===== config.mk =====
export PLATFORM = sky130hd
export DESIGN_NAME = alu_md_control_flat
export DESIGN_NICKNAME = d
export VERILOG_FILES = /design/src/rtl/alu_md_control_pkg.sv /design/src/rtl/alu_md_control_if.sv /design/src/rtl/alu_md_control_md_iter.sv /design/src/rtl/alu_md_control.sv /design/src/flat_wrapper.sv
export SDC_FILE = /design/constraint.sdc
export NUM_CORES = 1
export LEC_CHECK = 0
export BUFFER_PORTS_ARGS = -buffer_cell sky130_fd_sc_hd__buf_2
export CAP_MARGIN = 30
export CELL_PAD_IN_SITES_DETAIL_PLACEMENT = 0
export CELL_PAD_IN_SITES_GLOBAL_PLACEMENT = 1
export CORE_ASPECT_RATIO = 0.5
export CORE_MARGIN = 5
export CORE_UTILIZATION = 46
export CTS_CLUSTER_SIZE = 28
export DETAILED_ROUTE_END_ITERATION = 8
export PLACE_DENSITY = 0.8
export SLEW_MARGIN = 20
export SYNTH_ARGS = -nofsm -noshare
export SYNTH_HDL_FRONTEND = slang
export SYNTH_SLANG_ARGS = --single-unit

===== constraint.sdc =====
create_clock -name CLK -period 4.2 [get_ports CLK]
set_input_delay 1.26 -clock CLK [delete_from_list [all_inputs] [get_ports CLK]]
set_output_delay 1.26 -clock CLK [all_outputs]
set_load 0.05 [all_outputs]

===== src/rtl/alu_md_control_pkg.sv =====
// Shared codes for the second-generation ALU control: ALU op codes,
// funct field codes (including the multiply/divide group), ALUOp decoder
// codes and the MDU state encoding.
package alu_md_control_pkg;

    // ALUControl codes; low 3 bits of AND/OR/ADD/SUB/SLT match the first generation
    localparam logic [3:0] ALU_AND  = 4'b0000;
    localparam logic [3:0] ALU_OR   = 4'b0001;
    localparam logic [3:0] ALU_ADD  = 4'b0010;
    localparam logic [3:0] ALU_XOR  = 4'b0011;
    localparam logic [3:0] ALU_SUB  = 4'b0110;
    localparam logic [3:0] ALU_SLT  = 4'b0111;
    localparam logic [3:0] ALU_SLL  = 4'b1000;
    localparam logic [3:0] ALU_SRL  = 4'b1001;
    localparam logic [3:0] ALU_SRA  = 4'b1010;
    localparam logic [3:0] ALU_NOR  = 4'b1100;
    localparam logic [3:0] ALU_SLTU = 4'b1111;

    // R-type funct codes
    localparam logic [5:0] FUNCT_SLL   = 6'b000000;
    localparam logic [5:0] FUNCT_SRL   = 6'b000010;
    localparam logic [5:0] FUNCT_SRA   = 6'b000011;
    localparam logic [5:0] FUNCT_MFHI  = 6'b010000;
    localparam logic [5:0] FUNCT_MTHI  = 6'b010001;
    localparam logic [5:0] FUNCT_MFLO  = 6'b010010;
    localparam logic [5:0] FUNCT_MTLO  = 6'b010011;
    localparam logic [5:0] FUNCT_MULT  = 6'b011000;
    localparam logic [5:0] FUNCT_MULTU = 6'b011001;
    localparam logic [5:0] FUNCT_DIV   = 6'b011010;
    localparam logic [5:0] FUNCT_DIVU  = 6'b011011;
    localparam logic [5:0] FUNCT_ADD   = 6'b100000;
    localparam logic [5:0] FUNCT_ADDU  = 6'b100001;
    localparam logic [5:0] FUNCT_SUB   = 6'b100010;
    localparam logic [5:0] FUNCT_SUBU  = 6'b100011;
    localparam logic [5:0] FUNCT_AND   = 6'b100100;
    localparam logic [5:0] FUNCT_OR    = 6'b100101;
    localparam logic [5:0] FUNCT_XOR   = 6'b100110;
    localparam logic [5:0] FUNCT_NOR   = 6'b100111;
    localparam logic [5:0] FUNCT_SLT   = 6'b101010;
    localparam logic [5:0] FUNCT_SLTU  = 6'b101011;

    // ALUOp codes from the main decoder
    localparam logic [1:0] ALU_DECODER_ADD   = 2'b00;
    localparam logic [1:0] ALU_DECODER_SUB   = 2'b01;
    localparam logic [1:0] ALU_DECODER_FUNCT = 2'b10;
    localparam logic [1:0] ALU_DECODER_OR    = 2'b11;

    typedef enum logic [1:0] {
        MD_IDLE = 2'b00,
        MD_MUL  = 2'b01,
        MD_DIV  = 2'b10,
        MD_FIX  = 2'b11
    } md_state_t;

    // The eight MD functs are 0100xx and 0110xx
    function automatic logic is_md_funct(input logic [5:0] f);
        return (f[5:4] == 2'b01) && !f[2];
    endfunction

endpackage


===== src/rtl/alu_md_control_if.sv =====
// Decode/execute-side bundle for the ALU control and multiply/divide unit.
interface alu_md_control_if #(parameter int WIDTH = 32);
    logic             Valid;
    logic             Flush;
    logic [1:0]       ALUOp;
    logic [5:0]       Funct;
    logic [WIDTH-1:0] SrcA;
    logic [WIDTH-1:0] SrcB;
    logic [3:0]       ALUControl;
    logic             MDWrite;
    logic [WIDTH-1:0] MDResult;
    logic             Busy;
    logic             Stall;
    logic             IllegalFunct;

    modport master (
        output Valid, Flush, ALUOp, Funct, SrcA, SrcB,
        input  ALUControl, MDWrite, MDResult, Busy, Stall, IllegalFunct
    );

    modport slave (
        input  Valid, Flush, ALUOp, Funct, SrcA, SrcB,
        output ALUControl, MDWrite, MDResult, Busy, Stall, IllegalFunct
    );
endinterface


===== src/rtl/alu_md_control_md_iter.sv =====
// Iterative multiply/divide datapath: operand magnitudes, 2*WIDTH accumulator
// and step counter. Produces unsigned magnitude results; sign fixup is done
// by the controller.
module alu_md_control_md_iter #(
    parameter int WIDTH = 32
) (
    input  logic             clk,
    input  logic             rst_n,
    input  logic             start,
    input  logic             flush,
    input  logic             op_div,
    input  logic             op_signed,
    input  logic [WIDTH-1:0] src_a,
    input  logic [WIDTH-1:0] src_b,
    output logic             done,
    output logic [WIDTH-1:0] hi,
    output logic [WIDTH-1:0] lo
);
    localparam int CNT_W = $clog2(WIDTH) + 1;

    logic [WIDTH-1:0]   opnd;       // multiplicand or divisor magnitude
    logic [2*WIDTH-1:0] acc;        // mul: {partial, multiplier}; div: {rem, quot}
    logic [CNT_W-1:0]   cnt;
    logic               div_r;

    logic [WIDTH-1:0]   mag_a, mag_b;
    logic [WIDTH:0]     mul_sum;
    logic [2*WIDTH-1:0] mul_next, div_next;
    logic [WIDTH:0]     rem_sh;
    logic               rem_ge;
    logic [WIDTH-1:0]   rem_new;

    assign mag_a = (op_signed && src_a[WIDTH-1]) ? -src_a : src_a;
    assign mag_b = (op_signed && src_b[WIDTH-1]) ? -src_b : src_b;

    // Shift-add: conditionally add the multiplicand to the upper half, shift right
    assign mul_sum  = {1'b0, acc[2*WIDTH-1:WIDTH]} + (acc[0] ? {1'b0, opnd} : '0);
    assign mul_next = {mul_sum, acc[WIDTH-1:1]};

    // Restoring step: shift in the next dividend bit, subtract if it fits
    assign rem_sh   = {acc[2*WIDTH-1:WIDTH], acc[WIDTH-1]};
    assign rem_ge   = rem_sh >= {1'b0, opnd};
    assign rem_new  = rem_ge ? (rem_sh[WIDTH-1:0] - opnd) : rem_sh[WIDTH-1:0];
    assign div_next = {rem_new, acc[WIDTH-2:0], rem_ge};

    // Load on start, then one step per cycle until the counter drains
    always_ff @(posedge clk or negedge rst_n) begin
        if (!rst_n) begin
            opnd  <= '0;
            acc   <= '0;
            cnt   <= '0;
            div_r <= 1'b0;
        end else if (start) begin
            opnd  <= mag_b;
            acc   <= {{WIDTH{1'b0}}, mag_a};
            cnt   <= CNT_W'(WIDTH);
            div_r <= op_div;
        end else if (flush) begin
            cnt   <= '0;
        end else if (cnt != '0) begin
            acc   <= div_r ? div_next : mul_next;
            cnt   <= cnt - CNT_W'(1);
        end
    end

    assign done = (cnt == CNT_W'(1));
    assign hi   = acc[2*WIDTH-1:WIDTH];
    assign lo   = acc[WIDTH-1:0];
endmodule


===== src/rtl/alu_md_control.sv =====
// Second-generation ALU control: Funct/ALUOp decode to a 4-bit ALUControl,
// HI/LO registers, multi-cycle MDU sequencing and the stall request.
module alu_md_control
    import alu_md_control_pkg::*;
#(
    parameter int WIDTH = 32
) (
    input  logic            CLK,
    input  logic            RESET_N,
    alu_md_control_if.slave bus
);
    md_state_t        state;
    logic [WIDTH-1:0] hi_r, lo_r;
    logic             sg_q, sg_a, dz, op_div_r;

    logic             md_op, busy, stall, go, start, op_signed;
    logic             mt_hi, mt_lo, is_mf;
    logic [3:0]       alu_ctl;
    logic             illegal_f;

    logic               it_done;
    logic [WIDTH-1:0]   it_hi, it_lo;
    logic [2*WIDTH-1:0] prod_fix;
    logic [WIDTH-1:0]   quot_fix, rem_fix;

    assign md_op     = bus.Valid && (bus.ALUOp == ALU_DECODER_FUNCT) && is_md_funct(bus.Funct);
    assign busy      = (state != MD_IDLE);
    assign stall     = md_op && busy;
    assign go        = md_op && !stall;
    // Flush on the accept edge wins: nothing starts
    assign start     = go && !bus.Flush && (bus.Funct[5:2] == 4'b0110);
    assign op_signed = !bus.Funct[0];
    assign mt_hi     = go && (bus.Funct == FUNCT_MTHI);
    assign mt_lo     = go && (bus.Funct == FUNCT_MTLO);
    assign is_mf     = go && (bus.Funct == FUNCT_MFHI || bus.Funct == FUNCT_MFLO);

    // Funct / ALUOp decode; MD and unknown functs fall back to ADD
    always_comb begin
        alu_ctl   = ALU_ADD;
        illegal_f = 1'b0;
        case (bus.ALUOp)
            ALU_DECODER_ADD: alu_ctl = ALU_ADD;
            ALU_DECODER_SUB: alu_ctl = ALU_SUB;
            ALU_DECODER_OR:  alu_ctl = ALU_OR;
            default: begin
                case (bus.Funct)
                    FUNCT_ADD, FUNCT_ADDU: alu_ctl = ALU_ADD;
                    FUNCT_SUB, FUNCT_SUBU: alu_ctl = ALU_SUB;
                    FUNCT_AND:             alu_ctl = ALU_AND;
                    FUNCT_OR:              alu_ctl = ALU_OR;
                    FUNCT_XOR:             alu_ctl = ALU_XOR;
                    FUNCT_NOR:             alu_ctl = ALU_NOR;
                    FUNCT_SLT:             alu_ctl = ALU_SLT;
                    FUNCT_SLTU:            alu_ctl = ALU_SLTU;
                    FUNCT_SLL:             alu_ctl = ALU_SLL;
                    FUNCT_SRL:             alu_ctl = ALU_SRL;
                    FUNCT_SRA:             alu_ctl = ALU_SRA;
                    default:               illegal_f = !is_md_funct(bus.Funct);
                endcase
            end
        endcase
    end

    alu_md_control_md_iter #(.WIDTH(WIDTH)) u_md_iter (
        .clk       (CLK),
        .rst_n     (RESET_N),
        .start     (start),
        .flush     (bus.Flush),
        .op_div    (bus.Funct[1]),
        .op_signed (op_signed),
        .src_a     (bus.SrcA),
        .src_b     (bus.SrcB),
        .done      (it_done),
        .hi        (it_hi),
        .lo        (it_lo)
    );

    // Sign correction applied in FIX; divide-by-zero forces an all-ones quotient
    assign prod_fix = sg_q ? -{it_hi, it_lo} : {it_hi, it_lo};
    assign quot_fix = dz ? {WIDTH{1'b1}} : (sg_q ? -it_lo : it_lo);
    assign rem_fix  = sg_a ? -it_hi : it_hi;

    // MDU sequencing and HI/LO update
    always_ff @(posedge CLK or negedge RESET_N) begin
        if (!RESET_N) begin
            state    <= MD_IDLE;
            hi_r     <= '0;
            lo_r     <= '0;
            sg_q     <= 1'b0;
            sg_a     <= 1'b0;
            dz       <= 1'b0;
            op_div_r <= 1'b0;
        end else begin
            case (state)
                MD_IDLE: begin
                    if (start) begin
                        state    <= bus.Funct[1] ? MD_DIV : MD_MUL;
                        op_div_r <= bus.Funct[1];
                        sg_q     <= op_signed && (bus.SrcA[WIDTH-1] ^ bus.SrcB[WIDTH-1]);
                        sg_a     <= op_signed && bus.SrcA[WIDTH-1];
                        dz       <= (bus.SrcB == '0);
                    end
                    if (mt_hi) hi_r <= bus.SrcA;
                    if (mt_lo) lo_r <= bus.SrcA;
                end
                MD_MUL, MD_DIV: begin
                    if (bus.Flush)    state <= MD_IDLE;
                    else if (it_done) state <= MD_FIX;
                end
                default: begin
                    state <= MD_IDLE;
                    if (!bus.Flush) begin
                        if (op_div_r) begin
                            hi_r <= rem_fix;
                            lo_r <= quot_fix;
                        end else begin
                            {hi_r, lo_r} <= prod_fix;
                        end
                    end
                end
            endcase
        end
    end

    assign bus.ALUControl   = alu_ctl;
    assign bus.IllegalFunct = bus.Valid && illegal_f;
    assign bus.MDWrite      = is_mf;
    assign bus.MDResult     = !is_mf ? '0 : (bus.Funct == FUNCT_MFHI) ? hi_r : lo_r;
    assign bus.Busy         = busy;
    assign bus.Stall        = stall;
endmodule


===== src/flat_wrapper.sv =====
// flat-port wrapper written by rule: the top's interface ports become plain ports
module alu_md_control_flat import alu_md_control_pkg::*;
#(
    parameter int WIDTH = 32
)
  (CLK, RESET_N, bus_Valid, bus_Flush, bus_ALUOp, bus_Funct, bus_SrcA, bus_SrcB, bus_ALUControl, bus_MDWrite, bus_MDResult, bus_Busy, bus_Stall, bus_IllegalFunct);
  alu_md_control_if #(.WIDTH(WIDTH)) bus_i ();
  input  logic CLK;
  input  logic RESET_N;
  input wire logic [$bits(bus_i.Valid)-1:0] bus_Valid;
  input wire logic [$bits(bus_i.Flush)-1:0] bus_Flush;
  input wire logic [$bits(bus_i.ALUOp)-1:0] bus_ALUOp;
  input wire logic [$bits(bus_i.Funct)-1:0] bus_Funct;
  input wire logic [$bits(bus_i.SrcA)-1:0] bus_SrcA;
  input wire logic [$bits(bus_i.SrcB)-1:0] bus_SrcB;
  output wire logic [$bits(bus_i.ALUControl)-1:0] bus_ALUControl;
  output wire logic [$bits(bus_i.MDWrite)-1:0] bus_MDWrite;
  output wire logic [$bits(bus_i.MDResult)-1:0] bus_MDResult;
  output wire logic [$bits(bus_i.Busy)-1:0] bus_Busy;
  output wire logic [$bits(bus_i.Stall)-1:0] bus_Stall;
  output wire logic [$bits(bus_i.IllegalFunct)-1:0] bus_IllegalFunct;
  assign bus_i.Valid = bus_Valid;
  assign bus_i.Flush = bus_Flush;
  assign bus_i.ALUOp = bus_ALUOp;
  assign bus_i.Funct = bus_Funct;
  assign bus_i.SrcA = bus_SrcA;
  assign bus_i.SrcB = bus_SrcB;
  assign bus_ALUControl = bus_i.ALUControl;
  assign bus_MDWrite = bus_i.MDWrite;
  assign bus_MDResult = bus_i.MDResult;
  assign bus_Busy = bus_i.Busy;
  assign bus_Stall = bus_i.Stall;
  assign bus_IllegalFunct = bus_i.IllegalFunct;
  alu_md_control #(.WIDTH(WIDTH)) u_core (.CLK(CLK), .RESET_N(RESET_N), .bus(bus_i));
endmodule

---- Yosys cells after proc, flatten, opt, wreduce, memory -nomap -nowiden ----
Cells that the tools add are included.
operators by class
  reductions and logical operators ........ 37
  $lt $le $gt $ge ......................... 1
  add/sub/neg operators ................... 8
  bitwise logic cells ..................... 2
  eq/ne operators ......................... 30
  muxes and demuxes ....................... 34
operators with widths
  kind                                                                      count
  32-bit 2-to-1 mux                                                         15
  64-bit 2-to-1 mux                                                         5
  32-bit negator                                                            4
  32-bit one-hot mux with 2 select lines                                    2
  64-bit negator                                                            1
  6-bit == test (second input constant)                                     10
  4-bit one-hot mux with 10 select lines                                    1
  32-bit by 32-bit adder with 33-bit output                                 1
  33-bit by 32-bit >= comparator with 1-bit output                          1
  32-bit logical NOT                                                        1
  32-bit subtractor                                                         1
  6-bit by 5-bit == test with 1-bit output (second input constant)          4
  6-bit 2-to-1 mux                                                          3
  1-bit logical AND                                                         14
  13-bit OR reduction                                                       1
  6-bit by 2-bit == test with 1-bit output (second input constant)          2
  4-bit one-hot mux with 3 select lines                                     1
  2-bit by 1-bit inequality test with 1-bit output (second input constant)  5
  2-bit 2-to-1 mux                                                          4
  2-bit by 1-bit == test with 1-bit output (second input constant)          3
  2-bit == test (second input constant)                                     3
  6-bit by 1-bit == test with 1-bit output (second input constant)          1
  6-bit logical NOT                                                         1
  2-bit AND reduction                                                       3
  16 further kinds                                                          25
word-level totals
  logic and storage cells ................. 123
  register bits ........................... 173
  output and inout bits ................... 40
  input port bits ......................... 76

---- Longest topological paths before layout ----
Gate-level depths: netlist of run 1.
  depth after elaboration ................. 10
  gate-level depth with buffers ........... 14
  depth with buffers taken out ............ 13

---- Cells and area by module ----
Synthesis of run 1 repeated with hierarchy kept, for this count alone.
unflattened totals
  cell total of the unflattened synthesis .. 2057
  area total of the unflattened synthesis .. 15763.9 um^2
modules (own cells, without submodules)
  module                  times used  seq. area each (um^2)  area an instance (um^2)  cells an instance
  alu_md_control_md_iter  1           2577.5                 10049.6                  1289
  alu_md_control          1           1751.7                 5714.2                   768

---- Worst setup path after synthesis of run 1 ----
Ideal clock, no wire load.
  path kind ............................... input to output
  from .................................... input bus_Funct[3]
  to ...................................... output bus_MDResult[10]
  path buffers ............................ 2
  arrival time ............................ 3286 ps
  required time ........................... 2940 ps
  stages .................................. 6
  setup slack ............................. -346 ps
  cell sequence ........................... clkbuf_1 -> or3_1 -> nor3_1 -> clkbuf_1 -> nand2_1 -> a21oi_1
on the way
  cells in the longest elaborated chain, start to end .. 4
  elaborated cells between the ends (all ways) .. 6
  those cells by class .................... 2 x eq/ne; 2 x mux; 2 x reduce/logical
ends and longest elaborated chain
  element                                                             line                                         RTL
  start: declaration                                                  flat_wrapper.sv:13                           input wire logic [$bits(bus_i.Funct)-1:0] bus_Funct;
  6-bit by 5-bit == test with 1-bit output, on equally long branches  alu_md_control.sv:35, alu_md_control.sv:128
  1-bit logical OR                                                    alu_md_control.sv:35                         assign is_mf = go && (bus.Funct == FUNCT_MFHI || bus.Funct == FUNCT_MFLO);
  1-bit logical AND                                                   alu_md_control.sv:35
  32-bit 2-to-1 mux *                                                 alu_md_control.sv:128                        assign bus.MDResult = !is_mf ? '0 : (bus.Funct == FUNCT_MFHI) ? hi_r : lo_r;
  end: declaration                                                    flat_wrapper.sv:18                           output wire logic [$bits(bus_i.MDResult)-1:0] bus_MDResult;
Every way passes the cells marked *; elsewhere a longest branch is shown, timed or not.

---- Worst setup path after layout of run 1 ----
  from .................................... input bus_ALUOp[0]
  to ...................................... output bus_MDResult[14]
on the way
  cells in the longest elaborated chain, start to end .. 8
ends and longest elaborated chain
  element                           line                   RTL
  start: declaration                flat_wrapper.sv:12     input wire logic [$bits(bus_i.ALUOp)-1:0] bus_ALUOp;
  2-bit == test *                   alu_md_control.sv:26   assign md_op = bus.Valid && (bus.ALUOp == ALU_DECODER_FUNCT) && is_md_funct(bus.Funct);
  1-bit logical AND * (2 in a row)  alu_md_control.sv:26
  1-bit logical AND                 alu_md_control.sv:28   assign stall = md_op && busy;
  1-bit logical NOT                 alu_md_control.sv:29   assign go = md_op && !stall;
  1-bit logical AND *               alu_md_control.sv:29
  1-bit logical AND *               alu_md_control.sv:35
  32-bit 2-to-1 mux *               alu_md_control.sv:128
Marked as above.

==> results of run 1 <==
[power by group]
part / switching (uW) / internal, uW / leakage (uW)
clock network: 823 / 849 / 0.000291
registers: 699 / 2260 / 0.00226
logic: 5620 / 3380 / 0.00538
total: 7150 / 6480 / 0.00793
[timing repair]
action,in CTS,in global routing
hold buffers,0,0
gates resized for setup,0,11
setup endpoints to repair,0,31
setup buffers,0,0
[registers in the layout, summed over array words and instances, names as in the netlist]
name and cells:
u_core.dz 1, u_core.hi_r 32, u_core.lo_r 32, u_core.op_div_r 1, u_core.sg_a 1, u_core.sg_q 1
u_core.state 2, u_core.u_md_iter.acc 64, u_core.u_md_iter.cnt 6, u_core.u_md_iter.div_r 1, u_core.u_md_iter.opnd 32
[cells by family (layout without fill, tap and decap cells)]
group | after synthesis | after routing
buffers and inverters | 229 | 320
DFF | 173 | 173
AOI/OAI and AO/OA | 655 | 655
adders and majority gates | 74 | 74
xor gates and xnor gates | 176 | 176
muxes | 72 | 72
and+or+nand+nor | 721 | 721
[synth_stat cells, types with 52 or more instances]
library cell and count:
a21oi_1 192, clkbuf_1 129, dfrtp_1 173, ha_1 72, inv_1 77, mux2i_1 66
nand2_1 297, nor2_1 179, nor3_1 52, o21ai_0 206, xnor2_1 99, xor2_1 77
[final timing paths]
path	from	to	slack, ps	cells past startpoint
max	bus_ALUOp[0]	bus_MDResult[14]	120	9
min	u_core.u_md_iter.opnd[17]	u_core.u_md_iter.opnd[17]	480	2
max reg2reg	u_core.u_md_iter.opnd[0]	u_core.u_md_iter.acc[62]	230	12
min reg2reg	u_core.u_md_iter.opnd[17]	u_core.u_md_iter.opnd[17]	480	2
max in group asynchronous	RESET_N	u_core.hi_r[19]	2480	2
min in group asynchronous	RESET_N	u_core.u_md_iter.opnd[6]	810	1
[metrics by stage]
stage          hold WS (ps)  util, %  total power [uW]  TNS (ps)
6_report              479.0    53.05             13630         0
5_1_grt               504.9    53.05             14590         0
4_1_cts               485.9    52.91             13440         0
3_5_place_dp          469.9    51.18             11720         0
3_3_place_gp          460.3    51.18             11720         0
2_1_floorplan         448.4        -              8913    -228.4
[layout by cell type, fill, tap and decap left out, types with 12 or more instances in the layout]
cell type  instances
nand2_1          296
o21ai_0          205
nor2_1           178
dfrtp_1          172
a21oi_1          162
buf_2            104
xnor2_1           99
buf_4             88
inv_1             77
xor2_1            77
ha_1              72
mux2i_1           66
nor3_1            51
a21o_1            33
o22ai_1           33
a21oi_4           29
nor4_1            27
nand3_1           25
o31ai_1           22
a31oi_1           19
nand4_1           18
or3_1             18
nand2b_1          17
clkbuf_16         17
o41ai_1           15
o211ai_1          13
a22o_1            13
o21bai_1          13
a211oi_1          12
or4_1             12
[area by class of cell]
type / instances / area [sq um] / share of cell area, %
repair buffers: 210 / 1408 / 7.751
flip-flops and latches: 173 / 4333 / 23.86
clock buffers: 17 / 425.4 / 2.343
clock inverters: 15 / 167.7 / 0.9232
well taps: 450 / 563.0 / 3.100
inverters: 78 / 292.8 / 1.612
multi-input cells: 1698 / 10970 / 60.41
[routing by layer]
metal  vias up  GRT usage, %
met5         -             0
met4         2         7.996
met3        90         6.361
met2       598         42.97
met1      7455         40.87
li1       7631             -
[worst max-delay path: stages]
cell and delay, ps:
buf_2 120, nand3b_1 180, nor3_1 240, nand2_1 100
nor2_2 160, nand2_4 100, buf_12 220, a21oi_4 130
buf_2 270
==> results.txt, run 1 <==
The detailed-router iteration count before antenna repair came out at 6. The final RePlAce weighted congestion came out at 0.9412. Summed over all cells, the static leakage comes to 0.007931 uW. Before CTS, the worst setup slack after placement is 68.80 ps.

The post-synthesis mux area share came out at 4.598%. The number of sinks handled by clock tree synthesis is 173. The routed wire length came out at 55.07 mm. The fraction of final layout cells with drive strength greater than 1 is 14.74%. The worst setup path is captured at an output pin. The finished layout holds 2641 standard cells, fillers aside.

The total grt overflow is 0. The overall via count from detail_route came out at 15.78k. The post-synthesis sequential area ratio is 27.34%. The timing-limited maximum frequency is 245.2 MHz. The class of the tightest hold or removal check is flop to flop.

VDD sags by at most 0.3291 mV. The latest clock arrival within the worst-skew pair is 480 ps. The total number of H-tree levels came out at 4.

The share of the synthesized area in compound gates (AO/OA/AOI/OAI) is 25.38%. The clock tree skew after final layout came out at 15.13 ps. The data arrival time of the critical path came out at 2820 ps. Setup violations remaining at the end of the flow were counted as 0. The final max-slew violation count came out at 0.

The maximum number of buffers from clock root to sink came out at 2. The largest fanout on the critical path came out at 29. After detailed routing, the number of vias per cell comes to 5.973. The number of distinct library cells after synthesis is 85. After Yosys synthesis, full adders, half adders and majority gates account for 5.941% of the synthesized area. The clock input transition at the sequential cells of the worst setup and hold paths is 70 ps. The per-cell routed wire length is 20.85 microns. The final layout net count came out at 2328.

The least setup slack across all paths after layout came out at 121.0 ps. Of the total synthesized cell area, the portion taken by XOR and XNOR cells is 9.734%. Counting the fill cells in the layout gives 3380.

The instance count of the mapped netlist is 2100. Summing the areas of all and, or, nand and nor instances in the mapped netlist gives 21.12% of the synthesized area. The number of antenna violations at the first check in global routing was 1. The power per unit of standard cell area is 750.4 nW/um^2. The placed instances occupy a cell area of 17520 sq um. The number of nets produced by synthesis is 2250. The total routing usage reported by global routing came out at 28.37%. Summed over all instances, the cell type with the most area after synthesis is dfrtp_1.

The post-route clock period utilization is 97.12%. Max-cap violations in this run came to 0. The horizontal extent of the die is 272.4 microns.

Clock tree synthesis selected as its root buffer the cell clkbuf_16. The violation count after the first detailed-route iteration is 1554. The number of enable flip-flop cells after synthesis is 0.

The wire length on met3 is 4.399 mm. The area inside the core boundary is 34230 sq um. The total instance count after detailed placement came out at 2608.

The die footprint came out at 38460 sq um. Setup repair after global routing left no endpoint under its margin. Each instance of the synthesized netlist takes up on average 7.541 sq um. The share of the synthesized area in the top cell type is 27.34%. The worst setup path is launched from a primary input. The share of flip-flops with an asynchronous set or reset after synthesis came out at 100.0%. The Yosys warning count came out at 0. The critical path is of the primary input to output pin type.

The number of antenna diodes in the final layout is 0. At the pin with the least slew margin, the transition time is 937.8 ps. The finished cells cover 18160 sq um. TritonCTS built the clock tree. After detailed routing, no signal wire sits above met5.

The initial standard-cell utilization of the core is 46.26%. The number of standard-cell rows in the floorplan came out at 48. 116 I/O pins were placed. The total clock buffers created by CTS came out at 17. For the finished layout, the period the worst path requires is 4079 ps. Compared with the post-synthesis result, the final layout area differs by 14.67%. The required time of the worst setup path came out at 2940 ps. After synthesis, the cell types taking the most area are dfrtp_1 27%, nand2_1 7.0%, o21ai_0 6.5%. The estimated wirelength of the detail-placed design came out at 42.48 mm. The met1 routed wirelength after detailed routing is 25.69 mm.

The worst pin sits at a relative slew slack of 37.48%. The post-route antenna net violation count came out at 0. The first global-routing pass estimated 85.80 mm of wire. The via count of the first global-routing pass is 14.67k.

The cell area that synthesis handed to floorplanning was 15840 sq um. The largest net degree at the start of global routing came out at 76. After synthesis, the largest family of logic cells by area is compound AO/OA/AOI/OAI gates. In this run the tool buffered the top-level ports with 115 buffer cells. Summed over all nets, wire length on met2 after detailed routing comes to 23.54 mm.

The remaining routing DRC violations came out at 0. The run finished with clean final reports. The final-report hold violation count came out at 0. The die is 141.2 microns tall. The register bit count reported by yosys is 173. The most used flip-flop cell after synthesis is dfrtp_1.
No activity file was read; power rests on OpenSTA's default activity.
==> run 2: changes to the inputs <==
--- a/config.mk
+++ b/config.mk
@@ -14,7 +14,7 @@
 export CORE_UTILIZATION = 46
 export CTS_CLUSTER_SIZE = 28
 export DETAILED_ROUTE_END_ITERATION = 8
-export PLACE_DENSITY = 0.8
+export PLACE_DENSITY_LB_ADDON = 0.08
 export SLEW_MARGIN = 20
 export SYNTH_ARGS = -nofsm -noshare
 export SYNTH_HDL_FRONTEND = slang
==> run 2 against run 1 <==
Clock skew is 1.3 ps higher. First-iteration DRC count grew 7.7%. Worst hold slack better by 2.3 ps. Sequential power barely moved. Final cell count down 0.11%.
==> results.txt, run 2 (synthesized netlist as in run 1, its figures left out) <==
The final-report hold violation count came out at 0. The most common cell after layout, fill and taps aside is nand2_1. The number of antenna violations at the first check in global routing is 1.

The initial utilization of the core area, before any placement, comes to 46.26%. Summed over all cells, the static leakage comes to 0.007927 uW. The worst setup path is launched from a primary input. Clock-pin slew was measured on the worst setup and hold paths at 70 ps.

The area overhead of the layout relative to synthesis came out at 14.73%. The total number of H-tree levels is 4. Leaving out fill and tap cells, the most frequent cells in the layout are 296 x nand2_1, 205 x o21ai_0, 178 x nor2_1, 172 x dfrtp_1, 162 x a21oi_1. Summed over all nets, the switching power comes to 7154 uW. More flip-flops sit in one register than any other, and that register is u_core.u_md_iter.acc. Pin placement for this block handled 116 I/O pins. The latest clock arrival within the worst-skew pair is 470 ps.

The global-route track usage on met3 is 4.660%. The first TritonRoute pass finished after 6 iterations. The final max-slew violation count is 0.

Entering global routing, the biggest net connects 79 pins. The via count of the first global-routing pass is 14.57k. After detailed routing, the number of remaining DRC violations is 0. Global routing used 43.36% of the available met2 tracks.

The number of instances resized during post-cts repair came out at 0. The type of destination of the critical path is an output pin. The instance area at placement is 17520 sq um. The flow ran to the end, and the final reports show no timing, DRC or antenna violations. With fillers left out, the area of the finished cells amounts to 18170 sq um. For the worst setup path, the data required time is 2940 ps.

No sink is reached through more buffers than the 2 on the longest clock path. The largest fanout on the critical path came out at 32. The first global-routing pass estimated 86.92 mm of wire. The worst hold slack after final layout came out at 481.3 ps. The number of antenna diodes in the final layout is 0. The worst-case IR drop observed on VDD is 0.3541 mV. The total instance count after detailed placement came out at 2606. The headroom to the max-slew limit is 37.73%. The pin slew with the least headroom to its limit came out at 910.5 ps. The area taken by flip-flops and latches is 4333 sq um. Counting stages on the worst path, the most repeated cell is buf_2. The die footprint came out at 38460 sq um.

The largest incremental delay on the critical path is 420 ps. The tightest min-delay check is of the flop to flop type. Global routing finished with a remaining overflow of 0.

The design draws 13570 uW. The fraction of final layout cells with drive strength greater than 1 is 14.72%. The horizontal extent of the die is 272.4 microns. The number of buffers added for setup after CTS is 0.

After the first detailed-routing iteration, the DRC count stood at 1674. Setup repair after global routing left no endpoint under its margin. The total routing usage reported by global routing came out at 28.81%. For this block, the routed nets add up to 55.91 mm of wire. The switching fraction of total power came out at 52.70%. The number of max-capacitance violations reported is 0.

The critical path is of the primary input to output pin type. The number of filler instances in the final layout is 3406. The total clock buffers created by CTS is 17. Sequential cells burn 21.7% of the power.

Setup violations remaining at the end of the flow were counted as 0. TritonCTS built the clock tree. The shortest period the worst path allows came out at 4073 ps. The vertical extent of the die came out at 141.2 microns. For this run, the number of standard cells in the final layout without fillers is 2638. The number of standard-cell rows in the floorplan came out at 48. After detailed routing, the average wire length per cell comes to 21.19 microns. The port buffer count came out at 115. The most used routing layer is met2. For this design the ratio of total power to cell area is 747.1 nW/um^2. The clock network fraction of design power is 12.3%. The standard cell with the maximum stage delay on the critical path is or3_1. The proportion of power drawn by combinational gates is 66.0%. The timing-limited maximum frequency is 245.5 MHz. In the routed layout, each cell is associated on average with a via count of 5.978. Across the routed clock network, the largest skew measured is 16.39 ps. For the worst setup path, the data arrival time is 2810 ps. The number of hold buffers added after CTS was 0. The number of sinks handled by clock tree synthesis is 173.

The final critical path takes up 96.98% of the cycle. The final layout net count came out at 2325. The cell-internal power came out at 6421 uW.

The final RePlAce weighted congestion came out at 0.9320. The number of flip-flops under the largest register name came out at 64. The overall via count from detail_route came out at 15.77k.

The met1 layer usage reported by global route came out at 43.21%. The multi-input combinational cell area is 10980 sq um. The count of nets left with antenna violations once routing finished came out at 0.

The root buffer selected by CTS is clkbuf_16. Traced cell by cell, the critical path runs through buf_2, or3_1, nor3_2, buf_12, nand2_1, a21oi_4, buf_2. The area inside the core boundary is 34230 sq um. Summed over all nets, the half-perimeter wirelength after detailed placement is 43.19 mm.
## run 2: cell count changes in the layout (fill, tap and decap cells not counted), sizes merged
cell,change
buf,-1
bufinv,-1
clkbuf,-2
clkinv,+4
clkinvlp,-1
inv,-2
## run 2: metrics by stage
stage / utilization, % / setup WS (ps) / TNS [ps]
3_5_place_dp: 51.19 / 27.00 / 0
3_3_place_gp: 51.11 / 78.11 / 0
6_report: 53.07 / 127.0 / 0
4_1_cts: 52.99 / 11.33 / 0
2_1_floorplan: - / -125.4 / -228.4
5_1_grt: 53.07 / 27.56 / 0
## run 2: worst max-delay path: cells and delay by family
family / cells / cell delay (ps)
buffers and inverters: 3 / 620
AND/OR/NAND/NOR: 3 / 740
AO/OA/AOI/OAI: 1 / 190
## run 2: final cells by class
class / count / area share (%)
clock buffers: 17 / 2.341
clock inverters: 15 / 1.054
repair buffers: 207 / 7.637
inverters: 78 / 1.611
well taps: 450 / 3.099
flip-flops and latches: 173 / 23.85
multi-input cells: 1698 / 60.41
## run 2: worst paths after layout
| kind | slack, ps | endpoint | startpoint | depth (start not counted) |
|---|---|---|---|---|
| max reg2reg | 190 | u_core.u_md_iter.acc[53] | u_core.u_md_iter.acc[50] | 10 |
| min in group asynchronous | 840 | u_core.u_md_iter.opnd[5] | RESET_N | 1 |
| max in group asynchronous | 2470 | u_core.u_md_iter.opnd[22] | RESET_N | 2 |
| max | 130 | bus_MDResult[30] | bus_Funct[0] | 7 |
| min reg2reg | 480 | u_core.u_md_iter.opnd[12] | u_core.u_md_iter.opnd[12] | 2 |
| min | 480 | u_core.u_md_iter.opnd[12] | u_core.u_md_iter.opnd[12] | 2 |
## run 2: metal layers
layer  vias up  wire [microns]
li1       7637               -
met1      7502           27070
met2       548           23610
met3        82            3924
met4         2            1297
met5         -              12
## run 2: power by group through the flow
stage          Sequential, uW  Clock (uW)  Combinational, uW
2_1_floorplan            2680           0               6230
3_3_place_gp             2960           0               8720
3_5_place_dp             2960           0               8740
4_1_cts                  2930        1690               8790
5_1_grt                  3010        1770               9730
6_report                 2950        1670               8960
